`src/rtl/alu.sv`:
```
// ---------------------------------------------------------------------------
// alu -- registered arithmetic/logic unit for the execute stage.
//
// The operation is chosen by `control`; when `control` selects an A-type
// instruction, `funct_code` chooses the operation. The result and a zero flag
// are registered on the rising edge of clk. There is one cycle of latency and
// no handshake, so a new operation is accepted every cycle.
//
// Ports:
//   op1        in  WIDTH  first operand (A)
//   op2        in  WIDTH  second operand (B); also the shift/rotate amount
//   funct_code in  4      A-type function select (used only when control=00)
//   control    in  2      operation class from the control unit
//   clk        in  1      system clock, rising edge
//   result     out WIDTH  registered result
//   zero       out 1      registered flag, 1 when result is all zeros
//   rst        in  1      synchronous active-high reset (result=0, zero=1)
//
// The port order is kept as-is so that existing positional instantiations
// still connect correctly.
// ---------------------------------------------------------------------------
module alu #(
    parameter int WIDTH = 8
) (
    input  logic [WIDTH-1:0] op1,
    input  logic [WIDTH-1:0] op2,
    input  logic [3:0]       funct_code,
    input  logic [1:0]       control,
    input  logic             clk,
    output logic [WIDTH-1:0] result,
    output logic             zero,
    input  logic             rst
);

    // Width of a shift/rotate amount that stays inside the operand.
    localparam int SHW = $clog2(WIDTH);

    typedef enum logic [1:0] {
        CTRL_ATYPE = 2'b00,
        CTRL_ADD   = 2'b01,
        CTRL_SUB   = 2'b10,
        CTRL_PASS  = 2'b11
    } ctrl_e;

    typedef enum logic [3:0] {
        FN_MUL = 4'b0001,
        FN_DIV = 4'b0010,
        FN_ROL = 4'b1000,
        FN_ROR = 4'b1001,
        FN_LSL = 4'b1010,
        FN_LSR = 4'b1011,
        FN_OR  = 4'b1100,
        FN_AND = 4'b1101,
        FN_SUB = 4'b1110,
        FN_ADD = 4'b1111
    } funct_e;

    logic [SHW-1:0]     amt;         // in-range part of the shift amount
    logic               shift_big;   // op2 >= WIDTH: logical shifts flush to 0
    logic [2*WIDTH-1:0] rol_wide;
    logic [2*WIDTH-1:0] ror_wide;
    logic [WIDTH-1:0]   atype_result;
    logic [WIDTH-1:0]   next_result;

    assign amt       = op2[SHW-1:0];
    assign shift_big = |op2[WIDTH-1:SHW];

    // Rotates shift a doubled copy of the operand. The bits that fall out of
    // one half reappear in the other half. Rotates use only the low SHW bits
    // of op2, so a rotate by WIDTH+n behaves like a rotate by n.
    assign rol_wide = {op1, op1} << amt;
    assign ror_wide = {op1, op1} >> amt;

    always_comb begin
        // NOTE: assign a default first so that every path of the case drives
        // the output. Any path left undriven would infer a latch.
        atype_result = '0;
        case (funct_code)
            FN_ADD: atype_result = op1 + op2;
            FN_SUB: atype_result = op1 - op2;
            FN_AND: atype_result = op1 & op2;
            FN_OR:  atype_result = op1 | op2;
            FN_MUL: atype_result = op1 * op2;   // low WIDTH bits of the product
            FN_DIV: atype_result = (op2 == '0) ? '1 : (op1 / op2);
            FN_LSL: atype_result = shift_big ? '0 : (op1 << amt);
            FN_LSR: atype_result = shift_big ? '0 : (op1 >> amt);
            FN_ROL: atype_result = rol_wide[2*WIDTH-1:WIDTH];
            FN_ROR: atype_result = ror_wide[WIDTH-1:0];
            default: atype_result = '0;
        endcase
    end

    always_comb begin
        next_result = '0;
        case (control)
            CTRL_ATYPE: next_result = atype_result;
            CTRL_ADD:   next_result = op1 + op2;
            CTRL_SUB:   next_result = op1 - op2;
            CTRL_PASS:  next_result = op2;
            default:    next_result = '0;
        endcase
    end

    // The zero flag comes from the same next value as the result, so both
    // registers always agree with each other.
    always_ff @(posedge clk) begin
        // NOTE: registers use non-blocking assignments. Each register then
        // samples the values from before the edge, so the result does not
        // depend on the order of the statements.
        if (rst) begin
            result <= '0;
            zero   <= 1'b1;
        end else begin
            result <= next_result;
            zero   <= (next_result == '0);
        end
    end

endmodule

```
`config.mk`:
```
export PLATFORM = sky130hd
export DESIGN_NAME = alu
export DESIGN_NICKNAME = d
export VERILOG_FILES = /design/src/rtl/alu.sv
export SDC_FILE = /design/constraint.sdc
export NUM_CORES = 1
export LEC_CHECK = 0
export BUFFER_PORTS_ARGS = -buffer_cell sky130_fd_sc_hd__clkbuf_2
export CAP_MARGIN = 25
export CORE_UTILIZATION = 50
export DETAILED_ROUTE_END_ITERATION = 10
export PLACE_DENSITY_LB_ADDON = 0.08
export SYNTH_ARGS = -nofsm -noshare
export SYNTH_HDL_FRONTEND = slang
export SYNTH_SLANG_ARGS = --single-unit
```
`constraint.sdc`:
```
create_clock -name clk -period 11.4 [get_ports clk]
set_input_delay 0.57 -clock clk [delete_from_list [all_inputs] [get_ports clk]]
set_output_delay 0.57 -clock clk [all_outputs]
set_load 0.005 [all_outputs]
```
==> results of run 1 <==
sequential cells by signal, indices dropped and copies added (netlist names):
name,count
zero,1
result,8
cells in the mapped netlist, drive strengths merged, types with 7 or more instances:
cell,count,area (um^2)
mux2,26,293
xor2,8,70.1
o211ai,9,67.6
mux2i,12,120
o22ai,9,56.3
nor2b,10,62.6
inv,48,180
ha,79,988
or3,7,43.8
dfxtp,9,180
clkbuf,26,98.8
nor3,22,110
nand2,48,180
buf,15,87.6
o21a,15,113
mux4,7,158
o21ai,33,165
nand3,8,40.0
nand2b,17,106
xnor2,19,166
nor2,57,214
fa,14,280
a21oi,44,224
stage by stage:
stage          instances  hold WS, ps
6_report             849          601
5_1_grt              849          612
4_1_cts              835          594
2_1_floorplan        655          642
3_5_place_dp         829          837
3_3_place_gp         829          825
metal layers:
layer	vias to the layer above	wire, um	global-route usage, %
li1	2549	-	-
met4	0	1110	19.8
met5	-	0	0
met1	2590	7530	45.3
met3	81	1550	5.20
met2	296	8250	57.7
what timing repair did:
item                       4_1_cts  5_1_grt
buffers inserted                 2       14
cloned                           0        0
hold endpoints to repair         0        0
resized for setup                2       38
pin swaps                        4       17
setup endpoints to repair        2        2
layout make-up:
class	instances	share of cell area, %
timing repair buffer	98	11.2
multi-input combinational	557	79.1
tap	133	2.80
inverter	48	3.10
clock buffer	4	0.758
sequential	9	3.03
kinds of logic after synthesis:
kind of cell             count (synthesis)  share of synthesized area [%]
AND/OR/NAND/NOR                        202                           20.4
AO/OA/AOI/OAI                          188                           26.2
adder cells (fa/ha/maj)                 93                           25.4
buffers and inverters                   89                           7.35
multiplexers                            45                           11.4
XOR/XNOR                                29                           5.64
flip-flops                               9                           3.61
worst max-delay path by stage:
stage          cells past startpoint   end  slack, ps
4_1_cts                           52  zero         20
6_report                          52  zero        180
5_1_grt                           54  zero       -250
2_1_floorplan                     54  zero         60
3_3_place_gp                      52  zero        -90
3_5_place_dp                      52  zero       -480
power groups by stage:
stage	combinational, mW	sequential (mW)	clock, mW
after detailed placement	0.329	0.0363	0
after CTS	0.332	0.0358	0.0367
final	0.359	0.0357	0.0352
after floorplan	0.228	0.0367	0
after global routing	0.390	0.0361	0.0381
after global placement	0.323	0.0361	0
==> qor.txt, run 1 <==
CP endpoint kind -> register
Sequential-to-total area share from yosys stat -> 3.61%
Drt initial violations -> 485
Area of the multi-input gates -> 0.00470 mm^2
Critical Path AT -> 11350 ps
Vias in the first global route -> 5292
Internal power -> 0.220 mW
FP Rows -> 36
Worst hold start -> rst
Fin crit period -> 11220 ps
Distinct cells, synth -> 79
EDFF count, synth -> 0
RSZ-0062 raised after global routing -> true
Hold Crit Depth -> 2
Post-route cell area -> 0.00594 mm^2
Area grow syn2layout -> 19.1%
Clock tree sinks -> 9
Cell repeated most along the worst path -> o21a_1
CTS tree -> done
Diodes inserted -> 0
Final worst-path cycle share -> 98.4%
Clock share of power -> 8.2%
Leak Pwr -> 2.60 nW
Placer congestion estimate -> 1.01
Slew HR -> 52.6%
Largest net degree at the start of global routing -> 32
Top FF cell, synth -> dfxtp_1
Register area -> 180 um^2
Mapped Area -> 0.00499 mm^2
Most common cell after layout, fill and taps aside -> ha_1
Comb pwr share -> 83.5%
Detailed Route WL -> 18400 um
IO Count -> 33
Psw -> 0.209 mW
CTS clock-pin slew for the worst setup and hold paths -> 40 ps
HP Class -> input pin to register
Sw Ratio -> 48.7%
Starting Density -> 51.3%
DRC Markers -> 0
Critical-path top delay cell -> or4_4
Critical path origin -> op2[4]
Gr ovfl total -> 0
WS Path Type -> input pin to register
Port Buf Inserts -> 32
Layout cell share with drive strength beyond 1 -> 25.8%
Yosys Warn Count -> 0
GRT Total Usage -> 35.6%
Die Height -> 102 um
First-pass GRT wire length -> 28100 um
Post-Syn Nets -> 772
Final Util -> 61.1%
TritonCTS Buffers -> 3
Core box area -> 0.00973 mm^2
Asr flop ratio synth -> 0%
Setup ws final -> 185 ps
Slew @ Worst Pin -> 701 ps
Endpoints failing hold -> 0
Final net count -> 834
Synth Instances -> 655
Max IR drop VDD -> 0.0445 mV
Most frequent cells in the layout -> 68 x ha_1, 63 x buf_4, 57 x nor2_1
Max Cap Viol -> 0
FF+latch count, synth -> 9
Placed cell areas -> 0.00557 mm^2
CP required -> 11530 ps
Die footprint -> 0.0104 mm^2
CP Max Fanout -> 5
Via/cell ratio -> 6.50
Fillers -> 936
Total power -> 0.430 mW
Total Neg Setup Slack -> 0 ps
Post-DRT Antenna Nets -> 0
Initial antenna violation count -> 0
Biggest cell delay along the critical path -> 570 ps
Delay-heaviest family, CP -> compound AO/OA/AOI/OAI gates
WL/cell -> 21.7 um
Fmax -> 89.2 MHz
Die Wd -> 102 um
Sequential share of power -> 8.3%
Final Setup Violations -> 0
Placement Setup Slack -> -483 ps
H-tree lvl count -> 1
WP buf/inv -> 5
Clock root buffer -> clkbuf_8
DR pass1 iterations -> 6
Mean post-synth cell area -> 7.62 um^2
Via count -> 5516
Worst-case clock buffer depth -> 2
Detailed Place HPWL -> 14000 um
Final max-slew violation count -> 0
Power per cell area -> 72.3 mW/mm^2
# hold bufs at CTS -> 0
Hold endpoint -> result[0]
Status -> complete, no violations
Startpoint types -> input pin
No activity file was read; power rests on OpenSTA's default activity.
==> run 2, diff against run 1 <==
Settings changed: PLACE_DENSITY_LB_ADDON 0.08 to 0.2.
==> qor.txt, run 2 (synthesis gave the netlist of run 1 again) <==
DP Cell Count -> 828
Final max-slew violation count -> 0
IO Count -> 33
Placer congestion estimate -> 1.01
Status -> complete, no violations
Slew @ Worst Pin -> 650 ps
Final Setup Violations -> 0
Drt initial violations -> 500
CTS clock-pin slew for the worst setup and hold paths -> 50 ps
Hold Crit Depth -> 2
RSZ-0062 raised after global routing -> true
Die Height -> 102 um
Via count -> 5514
Post-DRT Antenna Nets -> 0
Slew HR -> 56.4%
Post-route cell area -> 0.00595 mm^2
Fillers -> 903
DRC Markers -> 0
Initial antenna violation count -> 0
Global Route met2 Usage -> 61.6%
GRT Total Usage -> 36.2%
Clock root buffer -> clkbuf_8
Endpoints failing hold -> 0
Power per cell area -> 73.8 mW/mm^2
Register with the most flip-flops -> result
Max Cap Viol -> 0
Leak Pwr -> 2.59 nW
Vias in the first global route -> 5282
Critical Path AT -> 11520 ps
Detailed Place HPWL -> 14100 um
Fmax -> 87.8 MHz
Final net count -> 831
Cell repeated most along the worst path -> o21a_1
WL/cell -> 22.0 um
Largest register FFs -> 8
Critical-path top delay cell -> or4_4
Total Neg Setup Slack -> 0 ps
TritonCTS Buffers -> 3
Finished Layout Cells -> 847
Clock tree sinks -> 9
Worst-case clock buffer depth -> 2
Busiest layer in global routing -> met2
M3 GR Usage -> 2.87%
CP Max Fanout -> 5
Die footprint -> 0.0104 mm^2
DR pass1 iterations -> 5
Detailed Route WL -> 18600 um
Biggest cell delay along the critical path -> 560 ps
CP required -> 11530 ps
Final Util -> 61.1%
Core box area -> 0.00973 mm^2
Met1 GRT Util -> 46.9%
Placed cell areas -> 0.00556 mm^2
Gr ovfl total -> 0
Most common cell after layout, fill and taps aside -> ha_1
CP endpoint kind -> register
Via/cell ratio -> 6.51
Max IR drop VDD -> 0.0526 mV
First-pass GRT wire length -> 28600 um
HP Class -> input pin to register
Die Wd -> 102 um
Hold_ws -> 587 ps
Startpoint types -> input pin
Fin crit period -> 11390 ps
WS Path Type -> input pin to register
Layout cell share with drive strength beyond 1 -> 25.2%
H-tree lvl count -> 1
Top Registers -> result (8), zero (1)
Largest net degree at the start of global routing -> 33
Final worst-path cycle share -> 99.9%
Starting Density -> 51.3%
Most frequent cells in the layout -> 70 x ha_1, 59 x buf_4, 56 x nor2_1
FP Rows -> 36
CTS tree -> done
Area grow syn2layout -> 19.2%
Port Buf Inserts -> 32
[run 2: changes by cell type in the layout (fill, tap and decap cells not counted), moves of 2 or more]
cell | before | now
buf_4 | 63 | 59
clkbuf_2 | 32 | 30
or3_1 | 5 | 7
ha_1 | 68 | 70
or3_4 | 2 | 0
buf_6 | 3 | 6
ha_2 | 3 | 1
[run 2: what timing repair did]
| item | 4_1_cts | 5_1_grt |
|---|---|---|
| gates cloned | 0 | 0 |
| pin swaps | 2 | 38 |
| gates resized for setup | 5 | 42 |
| hold buffers | 0 | 0 |
| buffers inserted | 3 | 12 |
| setup endpoints to repair | 2 | 2 |
[run 2: per-stage QoR]
step | total power [mW] | setup slack [ps]
global placement | 0.359 | -12.6
floorplan | 0.265 | 60.0
CTS | 0.408 | 1.83
global route | 0.474 | -308
detailed placement | 0.367 | -576
finish | 0.439 | 13.7
[run 2: worst max-delay path: cells and delay by family]
family	cells	cell delay (ps)
and+or+nand+nor	8	2180
muxes	5	1420
AOI/OAI and AO/OA	27	4760
adders and majority gates	7	1800
buffers and inverters	6	770
[run 2: cell type report]
class                           count  area, um^2  area share [%]
Tap cell                          133         166            2.80
Multi-Input combinational cell    557        4710            79.2
Sequential cell                     9         180            3.03
Inverter                           48         184            3.09
Timing Repair Buffer               95         661            11.1
Antenna cell                        1        2.50          0.0421
Clock buffer                        4        45.0           0.757
[run 2: worst paths after layout]
kind                  slack (ps)         to  startpoint
worst max-delay path          10       zero      op2[7]
worst min-delay path         590  result[0]         rst
[run 2: layer usage]
| metal | part of all wire (%) | vias up | wire length (um) |
|---|---|---|---|
| li1 | - | 2538 | - |
| met1 | 40 | 2652 | 7530 |
| met2 | 48 | 271 | 8910 |
| met3 | 7.8 | 53 | 1460 |
| met4 | 4.0 | 0 | 737 |
| met5 | 0 | - | 0 |
[run 2: where the power goes]
part           total, mW  internal, mW  switching [mW]
Sequential        0.0357        0.0348        0.000872
Combinational      0.366         0.166           0.200
Clock             0.0372        0.0244          0.0128
Total              0.439         0.226           0.214
